==> src/rtl/sram_io_bridge.sv <==
// sram_io_bridge: sequences external 16-bit SRAM reads/writes from the LC-3 memory strobes
// and maps a single I/O address onto the board switches (read) and hex display (write).
// Optional build macro: IO_SWITCH_SYNC_EN adds a 2-flop synchronizer on Switches.
module sram_io_bridge #(
  parameter int unsigned WAIT_STATES = 0,
  parameter logic [15:0] IO_ADDR     = 16'hFFFF,
  parameter int unsigned SRAM_AW     = 20
) (
  input  logic               Clk,
  input  logic               Reset,
  input  logic               Mem_CE,
  input  logic               Mem_OE,
  input  logic               Mem_WE,
  input  logic               Mem_UB,
  input  logic               Mem_LB,
  input  logic [15:0]        ADDR,
  input  logic [15:0]        Data_from_CPU,
  output logic [15:0]        Data_to_CPU,
  output logic               Mem_Ready,
  output logic               Busy,
  input  logic [15:0]        Switches,
  output logic [15:0]        HEX_Data,
  output logic [SRAM_AW-1:0] SRAM_ADDR,
  output logic               SRAM_CE_N,
  output logic               SRAM_OE_N,
  output logic               SRAM_WE_N,
  output logic               SRAM_UB_N,
  output logic               SRAM_LB_N,
  input  logic [15:0]        SRAM_DQ_in,
  output logic [15:0]        SRAM_DQ_out,
  output logic               SRAM_DQ_oe
);

  localparam logic [2:0] WaitCnt = 3'(WAIT_STATES);

  typedef enum logic [2:0] {StIdle, StRd, StRdHold, StWrPulse, StWrHold} state_e;

  state_e      state_q, state_d;
  logic [2:0]  wcnt_q, wcnt_d;
  logic [15:0] rdata_q, rdata_d;
  logic [15:0] hex_q, hex_d;
  logic [15:0] waddr_q, waddr_d;
  logic [15:0] wdata_q, wdata_d;
  logic        rd_io_q, rd_io_d;
  logic [15:0] sw_val;

  logic rd_req, wr_req, io_hit, wait_done;

  assign rd_req    = !Mem_CE && !Mem_OE && Mem_WE;
  assign wr_req    = !Mem_CE && !Mem_WE;
  assign io_hit    = (ADDR == IO_ADDR);
  assign wait_done = (wcnt_q == WaitCnt);

`ifdef IO_SWITCH_SYNC_EN
  logic [15:0] sw_meta_q, sw_sync_q;

  // Two-flop synchronizer for the asynchronous board switches.
  always_ff @(posedge Clk or posedge Reset) begin
    if (Reset) begin
      sw_meta_q <= '0;
      sw_sync_q <= '0;
    end else begin
      sw_meta_q <= Switches;
      sw_sync_q <= sw_meta_q;
    end
  end

  assign sw_val = sw_sync_q;
`else
  assign sw_val = Switches;
`endif

  // State register and datapath latches.
  always_ff @(posedge Clk or posedge Reset) begin
    if (Reset) begin
      state_q <= StIdle;
      wcnt_q  <= '0;
      rdata_q <= '0;
      hex_q   <= '0;
      waddr_q <= '0;
      wdata_q <= '0;
      rd_io_q <= 1'b0;
    end else begin
      state_q <= state_d;
      wcnt_q  <= wcnt_d;
      rdata_q <= rdata_d;
      hex_q   <= hex_d;
      waddr_q <= waddr_d;
      wdata_q <= wdata_d;
      rd_io_q <= rd_io_d;
    end
  end

  // Next-state logic: accept requests only in idle, count wait states, latch results.
  always_comb begin
    state_d = state_q;
    wcnt_d  = wcnt_q;
    rdata_d = rdata_q;
    hex_d   = hex_q;
    waddr_d = waddr_q;
    wdata_d = wdata_q;
    rd_io_d = rd_io_q;
    unique case (state_q)
      StIdle: begin
        if (wr_req) begin
          if (io_hit) begin
            hex_d   = Data_from_CPU;
            state_d = StWrHold;
          end else begin
            waddr_d = ADDR;
            wdata_d = Data_from_CPU;
            state_d = StWrPulse;
          end
        end else if (rd_req) begin
          rd_io_d = io_hit;
          state_d = StRd;
        end
      end
      StRd: begin
        if (rd_io_q) begin
          rdata_d = sw_val;
          state_d = StRdHold;
        end else if (wait_done) begin
          rdata_d = SRAM_DQ_in;
          state_d = StRdHold;
        end else begin
          wcnt_d = wcnt_q + 3'd1;
        end
      end
      StRdHold: begin
        if (!rd_req) state_d = StIdle;
      end
      StWrPulse: begin
        if (wait_done) state_d = StWrHold;
        else           wcnt_d  = wcnt_q + 3'd1;
      end
      StWrHold: begin
        // Non-zero count marks that the ready pulse has already been given.
        if (!wr_req) state_d = StIdle;
        else         wcnt_d  = 3'd1;
      end
      default: state_d = StIdle;
    endcase
    if (state_d != state_q) wcnt_d = '0;
  end

  // Output decode; WE_N and OE_N can never be low together since only idle/read drive OE_N.
  always_comb begin
    SRAM_OE_N   = 1'b1;
    SRAM_WE_N   = 1'b1;
    SRAM_DQ_oe  = 1'b0;
    Mem_Ready   = 1'b0;
    Data_to_CPU = rdata_q;
    SRAM_ADDR   = SRAM_AW'(ADDR);
    unique case (state_q)
      StIdle: begin
        if (rd_req && !io_hit) SRAM_OE_N = 1'b0;
      end
      StRd: begin
        SRAM_OE_N   = rd_io_q;
        Mem_Ready   = rd_io_q || wait_done;
        Data_to_CPU = rd_io_q ? sw_val : SRAM_DQ_in;
      end
      StRdHold: ;
      StWrPulse: begin
        SRAM_WE_N  = 1'b0;
        SRAM_DQ_oe = 1'b1;
        SRAM_ADDR  = SRAM_AW'(waddr_q);
      end
      StWrHold: begin
        SRAM_DQ_oe = 1'b1;
        SRAM_ADDR  = SRAM_AW'(waddr_q);
        Mem_Ready  = (wcnt_q == 3'd0);
      end
      default: ;
    endcase
  end

  assign Busy        = (state_q != StIdle);
  assign HEX_Data    = hex_q;
  assign SRAM_DQ_out = wdata_q;
  assign SRAM_CE_N   = Mem_CE;
  assign SRAM_UB_N   = Mem_UB;
  assign SRAM_LB_N   = Mem_LB;

endmodule
==> config.mk <==
export PLATFORM = sky130hd
export DESIGN_NAME = sram_io_bridge
export DESIGN_NICKNAME = d
export VERILOG_FILES = /design/src/rtl/sram_io_bridge.sv
export SDC_FILE = /design/constraint.sdc
export NUM_CORES = 1
export LEC_CHECK = 0
export ABC_AREA = 1
export BUFFER_PORTS_ARGS = -buffer_cell sky130_fd_sc_hd__clkbuf_2
export CORE_UTILIZATION = 35
export DETAILED_ROUTE_END_ITERATION = 7
export GPL_TIMING_DRIVEN = 0
export MAX_ROUTING_LAYER = met4
export PLACE_DENSITY = 0.71
export SYNTH_ARGS = -nofsm -noshare
export SYNTH_HDL_FRONTEND = slang
export SYNTH_SLANG_ARGS = --single-unit
==> constraint.sdc <==
create_clock -name Clk -period 4.4 [get_ports Clk]
set_input_delay 0.44 -clock Clk [delete_from_list [all_inputs] [get_ports Clk]]
set_output_delay 0.44 -clock Clk [all_outputs]
set_load 0.02 [all_outputs]
Word-level counts from Yosys, hierarchy flattened
Cells that the tools add are included.
{"block": "totals", "regBits": 71, "latch_bits": 0, "ram_bits": 0, "rom_bits": 0, "input_bits": 71, "output_inout_bits": 76, "memories": 0}
{"block": "op_classes", "add_sub_neg": 1, "n_mul": 0, "div_mod_pow": 0, "n_lt_le_gt_ge": 0, "eq_ne": 8, "shifts": 0, "mux": 24, "bitwise_logic": 2, "reduce_logical": 20}
{"cell": "$mux W16", "n": 5}
{"cell": "$mux W3", "n": 12}
{"cell": "$eq A16 B16 Y1 const B", "n": 1}
{"cell": "$pmux W3 S5", "n": 1}
{"cell": "$reduce_and A3 Y1", "n": 4}
{"cell": "$pmux W3 S3", "n": 1}
{"cell": "$eq A3 B2 Y1 const B", "n": 2}
{"cell": "$logic_not A3 Y1", "n": 2}
{"cell": "$ne A3 B3 Y1 const B", "n": 2}
{"cell": "$logic_and A1 B1 Y1", "n": 4}
{"cell": "$logic_not A1 Y1", "n": 4}
{"cell": "$pmux W1 S2", "n": 2}
{"cell": "$reduce_bool A4 Y1", "n": 1}
{"cell": "$add A3 B1 Y3 const B", "n": 1}
{"cell": "$eq A3 B1 Y1 const B", "n": 1}
{"cell": "$eq A3 B3 Y1 const B", "n": 1}
{"cell": "$mux W1", "n": 3}
{"cell": "$ne A3 B3 Y1", "n": 1}
{"cell": "$reduce_bool A3 Y1", "n": 1}
{"cell": "$not A1 Y1", "n": 2}
{"cell": "$reduce_and A2 Y1", "n": 1}
{"cell": "$reduce_bool A2 Y1", "n": 1}
{"cell": "$reduce_or A2 Y1", "n": 1}
{"cell": "$logic_or A1 B1 Y1", "n": 1}

Longest topological paths before layout
Gate-level depths: netlist (run 1).
{"block": "depth", "word_depth": 9, "depth_mapped": 13, "depth_no_buf": 13}

Worst setup path after synthesis (run 1)
Ideal clock, no wire load.
{"block": "synth_path", "kind": "register -> output", "start": "register state_q[2]", "end": "output SRAM_ADDR[15]", "arrival_time_ps": 1544, "required_ps": 3960, "slack_ps": 2416, "path_stages_with_launch": 8, "path_buffers": 1, "path_cell_list": "dfrtp_1 -> inv_2 -> nand2_4 -> inv_2 -> nand2_2 -> nand2_1 -> buf_2 -> o21ai_0"}
{"block": "synth_via", "elab_chain_len": 3, "word_cells_on_any_way": 4}
{"element": "start: declaration", "line": "38", "text": "state_e state_q, state_d;"}
{"element": "start signal: assignment", "line": "76", "text": "state_q <= StIdle;"}
{"element": "start signal: assignment", "line": "84", "text": "state_q <= state_d;"}
{"element": "$eq A3 B3 Y1 / $eq A3 B2 Y1 (equally long branches)", "line": "155", "text": "unique case (state_q)"}
{"element": "$reduce_or A2 Y1 (no source line) (*)"}
{"element": "$mux W16 (*)", "line": "155"}
{"element": "end: declaration", "line": "23", "text": "output logic [SRAM_AW-1:0] SRAM_ADDR,"}
Mark *: on every way between the ends. The rest lies on a longest branch, timed or not.

Worst setup path after layout (run 1)
{"block": "layout_path", "start": "register state_q[2]", "end": "output SRAM_ADDR[10]"}
The elaborated chain is that of the path after synthesis.

==> summary.md, run 1 <==
| Metric | Value |
|---|---|
| Outcome | completed |
| Post-synth top flop | dfrtp_1 |
| Vias per inst | 4.54 |
| Clk Latency, worst-skew pair | 0.34 ns |
| Worst Max-Slew Pin Slew | 0.878 ns |
| Starting Density | 36.1% |
| Synth area leader | dfrtp_1 |
| Top cells by count, synth | nand2_1 (166), dfrtp_1 (71), inv_1 (48) |
| HPWL after DPL | 7.41 mm |
| Final hold violation count | 0 |
| Worst path arrival time | 2.01 ns |
| Synth-to-layout area growth | 28.3% |
| Number of DRC markers in iteration 0 | 199 |
| Routability cong. | 0.872 |
| Post-synthesis sequential area ratio | 47.4% |
| Worst clock skew | 0.00979 ns |
| Syn_area_per_cell | 7.99 sq um |
| Max Cap Viol | 0 |
| FF-to-FF path depth | 10 |
| Max-slew headroom | 41.5% |
| Setup ws final | 1.95 ns |
| Final Cycle Share | 55.7% |
| Min-Delay Path Class | in -> async |
| Initial antenna violation count | 0 |
| Post-route DRC | 0 |
| Busiest layer in global routing | met2 |
| Detailed Routing Iterations Pass 1 | 4 |
| Unique masters post-synth | 31 |
| Place WS | 2.29 ns |
| Resize count post-CTS | 0 |
| Peak supply drop | 0.242 mV |
| CTS tree | done |
| CTS sink cnt | 71 |
| Met1 GRT Util | 24.0% |
| Clock-pin slew on the worst setup and hold paths | 0.08 ns |
| Count leader, synth | nand2_1 |
| Post-route ant nets | 0 |
| PortBufs | 140 |
| Critical Path RT | 3.96 ns |
| Final wirelength | 9.64 mm |
| Hold-fix buffers, CTS | 0 |
| Hold slack | 0.263 ns |
| Yosys warnings | 0 |
| Vias in the first global route | 3255 |
| Net count, final | 696 |
| CP Max Fanout | 10 |
| Number of top-level pins | 147 |
| Clk buf depth | 2 |
| CP Launch Type | flip-flop |
| Design Area, Final | 0.00481 sq mm |
| Max Freq | 408 MHz |
| Setup TNS | 0 ns |
| Global-route wire length before repair | 16.0 mm |
| Root buffer cell | clkbuf_8 |
| Leakage | 2.68 nW |
| Setup bufs post-CTS | 0 |
| Crit Reg-Reg Endpoint | wcnt_q[0]$_DFFE_PP0P_ |
| Die X | 105 um |
| Synth top area cells | dfrtp_1 (47%), nand2_1 (17%), o21ai_0 (5.6%) |
| Die area | 0.0111 sq mm |
| Largest net degree at the start of global routing | 72 |
| Gr ovfl total | 0 |
| GRT Total Usage | 18.7% |
| R2R Path Start | wcnt_q[0]$_DFFE_PP0P_ |
| Flop2flop setup slack | 2.78 ns |
| Yosys reg bits | 71 |
| Area share of the largest cell type after synthesis | 47.4% |
| Post-synth EDFFs | 0 |
| DR WL/cell | 12.6 um |
| Unrepaired setup endpoints after global routing | false |
| Async SR Flop Fraction | 100% |
| Crit end category | primary output |
| Met2 usage in global routing | 30.0% |
| CORE AREA | 0.0104 sq mm |
| Die extent in y | 105 um |
| Tmin final | 2.45 ns |
| Num CTS Buffers | 9 |
| Met3 GRT Util | 3.34% |
| Layout cell share with drive strength beyond 1 | 34.6% |
| Cell Area, Synth | 0.00375 sq mm |
| DP Area | 0.00463 sq mm |
| Antenna cell count | 0 |
| Critical path type | reg -> out |
| # rows | 37 |
| Overall power | 2.70 mW |
| Final setup viols | 0 |
| Via Count | 3468 |
| H-tree Lvls | 3 |
| Power per cell area | 561 mW/mm^2 |
| Syn Inst Count | 469 |
| Max-slew violation count | 0 |
==> worst max-delay path by stage <==
| stage | start | end | slack (ns) | depth (start not counted) |
|---|---|---|---|---|
| 3_5_place_dp | state_q[2]$_DFF_PP0_ | SRAM_ADDR[10] | 2.29 | 9 |
| 5_1_grt | rd_io_q$_DFFE_PP0P_ | Data_to_CPU[6] | 1.75 | 9 |
| 3_3_place_gp | Reset | waddr_q[8]$_DFFE_PP0P_ | 1.31 | 2 |
| 2_1_floorplan | Reset | HEX_Data[0]$_DFFE_PP0P_ | 2.16 | 1 |
| 4_1_cts | state_q[2]$_DFF_PP0_ | SRAM_ADDR[10] | 1.90 | 9 |
| 6_report | state_q[2]$_DFF_PP0_ | SRAM_ADDR[10] | 1.95 | 9 |
==> per-layer routing <==
metal | wire length (um) | part of all wire (%)
met4 | 91 | 0.94
met1 | 4370 | 45
met5 | 0 | 0
met3 | 568 | 5.9
met2 | 4610 | 48
==> cell type report <==
type	count	area [sq um]
inverters	54	205
well taps	136	170
flip-flops and latches	71	1780
clock buffers	11	141
plain buffers	29	203
multi-input cells	318	1580
repair buffers	140	701
fillers	1070	5560
clock inverters	5	33.8
==> report_power, final <==
group	total [mW]	switching (mW)	internal (mW)	leakage [nW]
logic	1.26	0.853	0.406	1.68
clock network	0.472	0.253	0.219	0.0853
registers	0.966	0.0915	0.875	0.913
==> registers in the layout (all words and copies together) (netlist names) <==
| signal | flops |
|---|---|
| wcnt_q | 3 |
| waddr_q | 16 |
| rdata_q | 16 |
| rd_io_q | 1 |
| SRAM_DQ_out | 16 |
| HEX_Data | 16 |
| state_q | 3 |
==> worst max-delay path: stages, from the launching register on <==
cell	delay (ns)
dfrtp_1	0.48
inv_2	0.10
nand2_4	0.07
inv_2	0.07
nand2_2	0.06
nand2_1	0.18
buf_2	0.28
nor2_1	0.06
a21oi_1	0.16
clkbuf_2	0.20
==> per-stage QoR <==
| stage | utilization [%] | std cells |
|---|---|---|
| detailed placement | 44.7 | 748 |
| floorplan | - | 472 |
| global placement | 44.6 | 748 |
| finish | 46.4 | 764 |
| global route | 46.4 | 764 |
| CTS | 46.4 | 764 |
==> cell families (layout without fill, tap and decap cells) <==
family | Yosys count | count (layout) | synth area share, %
simple gates | 218 | 218 | 24.2
buf+inv | 83 | 239 | 10.8
compound gates | 80 | 80 | 11.4
flops | 71 | 71 | 47.4
mux | 13 | 13 | 5.21
fa+ha+maj | 2 | 2 | 0.668
other cells | 1 | 4 | 0.100
xor+xnor | 1 | 1 | 0.234
==> layout by cell type, fill, tap and decap left out, types with 2 or more instances in the layout <==
cell type   instances
a21oi_1            17
buf_2               8
buf_4              12
buf_6               3
clkbuf_1            6
clkbuf_2          140
clkbuf_8           10
clkinv_2            2
clkinvlp_4          2
conb_1              4
dfrtp_1            71
ha_1                2
inv_1              47
inv_2               5
mux2_4             13
nand2_1           166
nand2_2             7
nand2_4             2
nand3_1             5
nor2_1             29
nor2_4              5
o21ai_0            42
o21ai_1            16
Power figures use the tool's default switching activity.
==> run 2: changes to the inputs <==
- clock period: 4.4 -> 2.3 ns (I/O delays scaled with it)
==> summary.md, run 2 (same netlist as run 1, synthesis figures left out) <==
| Metric | Value |
|---|---|
| Outcome | completed |
| Number of DRC markers in iteration 0 | 236 |
| PortBufs | 140 |
| CORE AREA | 0.0104 sq mm |
| Largest net degree at the start of global routing | 72 |
| Critical path type | reg -> out |
| Net count, final | 695 |
| Clk buf depth | 2 |
| # rows | 37 |
| DR WL/cell | 12.5 um |
| Power per cell area | 1070 mW/mm^2 |
| Leakage | 2.68 nW |
| Number of top-level pins | 147 |
| GRT Total Usage | 18.7% |
| Place WS | 0.399 ns |
| Min-Delay Path Class | in -> async |
| Most frequent cells in the layout | nand2_1 (165), clkbuf_2 (140), dfrtp_1 (71) |
| Synth-to-layout area growth | 28.4% |
| Final Cycle Share | 94.7% |
| Critical Path RT | 2.07 ns |
| Max-slew headroom | 41.6% |
| Num CTS Buffers | 9 |
| Setup TNS | 0 ns |
| Final setup viols | 0 |
| H-tree Lvls | 3 |
| Max-slew violation count | 0 |
| Vias per inst | 4.50 |
| Layout cell share with drive strength beyond 1 | 34.8% |
| Setup ws final | 0.122 ns |
| Detailed Routing Iterations Pass 1 | 4 |
| Global-route wire length before repair | 16.0 mm |
| Initial antenna violation count | 0 |
| Die area | 0.0111 sq mm |
| Tmin final | 2.18 ns |
| Post-route DRC | 0 |
| Gr ovfl total | 0 |
| Starting Density | 36.1% |
| Post-route ant nets | 0 |
| CTS tree | done |
| Crit end category | primary output |
| Unrepaired setup endpoints after global routing | false |
| HPWL after DPL | 7.41 mm |
| Max Cap Viol | 0 |
| Final wirelength | 9.53 mm |
| Worst path arrival time | 1.95 ns |
| Clock-pin slew on the worst setup and hold paths | 0.08 ns |
| Final hold violation count | 0 |
| Antenna cell count | 0 |
| Most common cell after layout, fill and taps aside | nand2_1 |
| Die extent in y | 105 um |
| Peak supply drop | 0.461 mV |
| Clk Latency, worst-skew pair | 0.34 ns |
| Vias in the first global route | 3255 |
| Worst clock skew | 0.00891 ns |
| CTS sink cnt | 71 |
| Worst Max-Slew Pin Slew | 0.876 ns |
| CP Launch Type | flip-flop |
| Via Count | 3432 |
| Hold slack | 0.0532 ns |
| Die X | 105 um |
| Routability cong. | 0.872 |
| CP Max Fanout | 10 |
| Setup bufs post-CTS | 0 |
| Max Freq | 459 MHz |
| Root buffer cell | clkbuf_8 |
==> run 2: power breakdown <==
group / internal, mW / switching (mW)
logic: 0.783 / 1.63
registers: 1.67 / 0.174
clock network: 0.420 / 0.482
==> run 2: metrics by stage <==
stage | power [mW] | util (%) | instances | area [sq um]
final | 5.16 | 46.4 | 763 | 4810
after global routing | 5.58 | 46.4 | 763 | 4810
after CTS | 5.23 | 46.4 | 764 | 4810
after detailed placement | 4.30 | 44.7 | 748 | 4630
after global placement | 4.21 | 44.6 | 748 | 4630
after floorplan | 3.48 | - | 472 | 3760
==> run 2: layer usage <==
| metal | part of all wire, % | GRT usage (%) | vias up |
|---|---|---|---|
| li1 | - | - | 1748 |
| met1 | 45 | 24.0 | 1558 |
| met2 | 49 | 30.0 | 121 |
| met3 | 5.7 | 3.34 | 5 |
| met4 | 0.64 | 6.04 | 0 |
| met5 | 0 | - | - |
==> run 2: cell type report <==
type | instances | area (sq um)
Sequential cell | 71 | 1780
Clock buffer | 11 | 141
Timing Repair Buffer | 140 | 701
Clock inverter | 5 | 33.8
Multi-Input combinational cell | 318 | 1580
Inverter | 54 | 205
Fill cell | 1070 | 5560
Tap cell | 136 | 170
Buffer | 28 | 204
==> run 2: repair_timing <==
item / 4_1_cts / 5_1_grt
hold buffers: 0 / 0
resized for setup: 0 / 3
endpoints found under the setup margin: 0 / 22
==> run 2: path summary, 6_finish.rpt <==
path,cells past startpoint,from,slack (ns),to
setup reg to reg,10,wcnt_q[0]$_DFFE_PP0P_,0.69,wcnt_q[0]$_DFFE_PP0P_
min in group Clk,3,Data_from_CPU[14],0.11,SRAM_DQ_out[14]$_DFFE_PP0P_
setup / recovery,7,state_q[2]$_DFF_PP0_,0.12,Data_to_CPU[3]
max in group asynchronous,2,Reset,1.67,waddr_q[11]$_DFFE_PP0P_
hold / removal,2,Reset,0.05,rdata_q[3]$_DFFE_PP0P_
hold reg to reg,2,SRAM_DQ_out[7]$_DFFE_PP0P_,0.49,SRAM_DQ_out[7]$_DFFE_PP0P_
==> run 2: critical path: stages, from the launching register on <==
cell and delay [ns]:
dfrtp_1 0.48, inv_2 0.10, nand2_4 0.07, nor2_4 0.17, clkbuf_1 0.36, nand2_1 0.08, o21ai_0 0.12, clkbuf_2 0.22
==> run 3: changes to the inputs <==
--- a/constraint.sdc
+++ b/constraint.sdc
@@ -3,2 +3,2 @@
 set_output_delay 0.23 -clock Clk [all_outputs]
-set_load 0.02 [all_outputs]
+set_load 0.005 [all_outputs]
==> summary.md, run 3 (same netlist as run 1, synthesis figures left out) <==
| Metric | Value |
|---|---|
| DR top layer | met4 |
| CTS tree | done |
| HPWL after DPL | 7.41 mm |
| Unrepaired setup endpoints after global routing | false |
| Net count, final | 695 |
| Number of DRC markers in iteration 0 | 228 |
| Die X | 105 um |
| CTS sink cnt | 71 |
| # placed instances | 748 |
| Largest net degree at the start of global routing | 72 |
| Critical Path RT | 2.07 ns |
| Final hold violation count | 0 |
| GRT Total Usage | 18.7% |
| Num CTS Buffers | 9 |
| Flop2flop setup slack | 0.69 ns |
| Final setup viols | 0 |
| Clk Latency, worst-skew pair | 0.34 ns |
| Worst Max-Slew Pin Slew | 0.875 ns |
| Detailed Routing Iterations Pass 1 | 4 |
| Setup ws final | 0.174 ns |
| Max-slew violation count | 0 |
| CP Max Fanout | 10 |
| Peak supply drop | 0.412 mV |
| Setup bufs post-CTS | 0 |
| # rows | 37 |
| Gr ovfl total | 0 |
| Gate power share | 40.7% |
| Number of top-level pins | 147 |
| Place WS | 0.455 ns |
| Overall power | 4.65 mW |
| CP Launch Type | flip-flop |
| Most frequent cells in the layout | nand2_1 (165), clkbuf_2 (140), dfrtp_1 (71) |
| Max-slew headroom | 41.7% |
| Worst clock skew | 0.00978 ns |
| Max Cap Viol | 0 |
| M1 wire length | 4.32 mm |
| Min-Delay Path Class | in -> async |
| Finished Layout Cells | 763 |
| Crit end category | primary output |
| DP Area | 0.00463 sq mm |
| Power per cell area | 967 mW/mm^2 |
| Final Cycle Share | 92.4% |
| Worst path arrival time | 1.90 ns |
| Switch share | 38.3% |
| Via Count | 3428 |
| Most common cell after layout, fill and taps aside | nand2_1 |
| Post-route ant nets | 0 |
| Die extent in y | 105 um |
| FF-to-FF path depth | 10 |
| Max Freq | 470 MHz |
| Outcome | completed |
| Met3 wire len | 534 um |
| R2R Path Start | wcnt_q[0]$_DFFE_PP0P_ |
| Clock-pin slew on the worst setup and hold paths | 0.08 ns |
| Vias in the first global route | 3255 |
| Design Area, Final | 0.00481 sq mm |
| Final wirelength | 9.53 mm |
| Post-route DRC | 0 |
| Root buffer cell | clkbuf_8 |
| Vias per inst | 4.49 |
| Layout cell share with drive strength beyond 1 | 34.8% |
| H-tree Lvls | 3 |
| Net switching power | 1.78 mW |
| Critical path type | reg -> out |
| Internal power | 2.87 mW |
| Seq pwr share | 39.7% |
| Global-route wire length before repair | 16.0 mm |
| Crit. Startpoint | state_q[2]$_DFF_PP0_ |
| CORE AREA | 0.0104 sq mm |
| Crit Reg-Reg Endpoint | wcnt_q[0]$_DFFE_PP0P_ |
| Antenna cell count | 0 |
| Clk network pwr share | 19.5% |
| Routability cong. | 0.872 |
| DR WL/cell | 12.5 um |
| Die area | 0.0111 sq mm |
| Clk buf depth | 2 |
| Tmin final | 2.13 ns |
| Initial antenna violation count | 0 |
| PortBufs | 140 |
| Synth-to-layout area growth | 28.3% |
| Starting Density | 36.1% |
| Routed wl met2 | 4.61 mm |
| Leakage | 2.68 nW |
-- run 3: cell types whose count changed in the layout (fill, tap and decap cells not counted) --
cell and change:
buf_2 +1, clkbuf_4 -1
-- run 3: how the worst max path moves through the flow --
stage | endpoint
floorplan | HEX_Data[0]$_DFFE_PP0P_
global placement | waddr_q[8]$_DFFE_PP0P_
detailed placement | SRAM_ADDR[10]
CTS | SRAM_ADDR[10]
global route | SRAM_ADDR[14]
finish | Data_to_CPU[3]
-- run 3: worst max-delay path, stage by stage, from the launching register on --
cell,delay [ns]
dfrtp_1,0.48
inv_2,0.10
nand2_4,0.07
nor2_4,0.17
clkbuf_1,0.36
nand2_1,0.08
o21ai_0,0.12
clkbuf_2,0.16
-- run 3: final cells by class --
| class | instances | area, sq um |
|---|---|---|
| fill | 1072 | 5560 |
| multi-input combinational | 318 | 1580 |
| tap | 136 | 170 |
| inverter | 54 | 205 |
| sequential | 71 | 1780 |
| clock buffer | 11 | 141 |
| clock inverter | 5 | 33.8 |
| timing repair buffer | 140 | 701 |
| buffer | 28 | 201 |
-- run 3: power groups by stage --
stage,Clock (mW),Combinational [mW],Sequential (mW)
finish,0.907,1.89,1.85
global route,1.00,2.16,1.89
CTS,0.943,1.92,1.85
detailed placement,0,1.92,1.87
global placement,0,1.85,1.85
floorplan,0,1.11,1.85
-- run 3: timing repair --
item,in CTS,in global routing
gates resized for setup,0,2
hold buffers,0,0
endpoints found under the hold margin,0,0
setup endpoints to repair,0,16
-- run 3: metrics by stage --
step | util [%] | setup TNS, ns | hold WS, ns
after floorplan | - | 0 | 0.340
after global placement | 44.6 | -40.96 | 0.439
after detailed placement | 44.7 | 0 | 0.453
after CTS | 46.4 | 0 | 0.0805
after global routing | 46.4 | 0 | 0.0952
final | 46.4 | 0 | 0.0509
-- run 3: per-layer routing --
metal	up-vias	global-route usage [%]
met4	0	6.04
met5	-	-
met3	7	3.34
li1	1748	-
met2	117	30.0
met1	1556	24.0
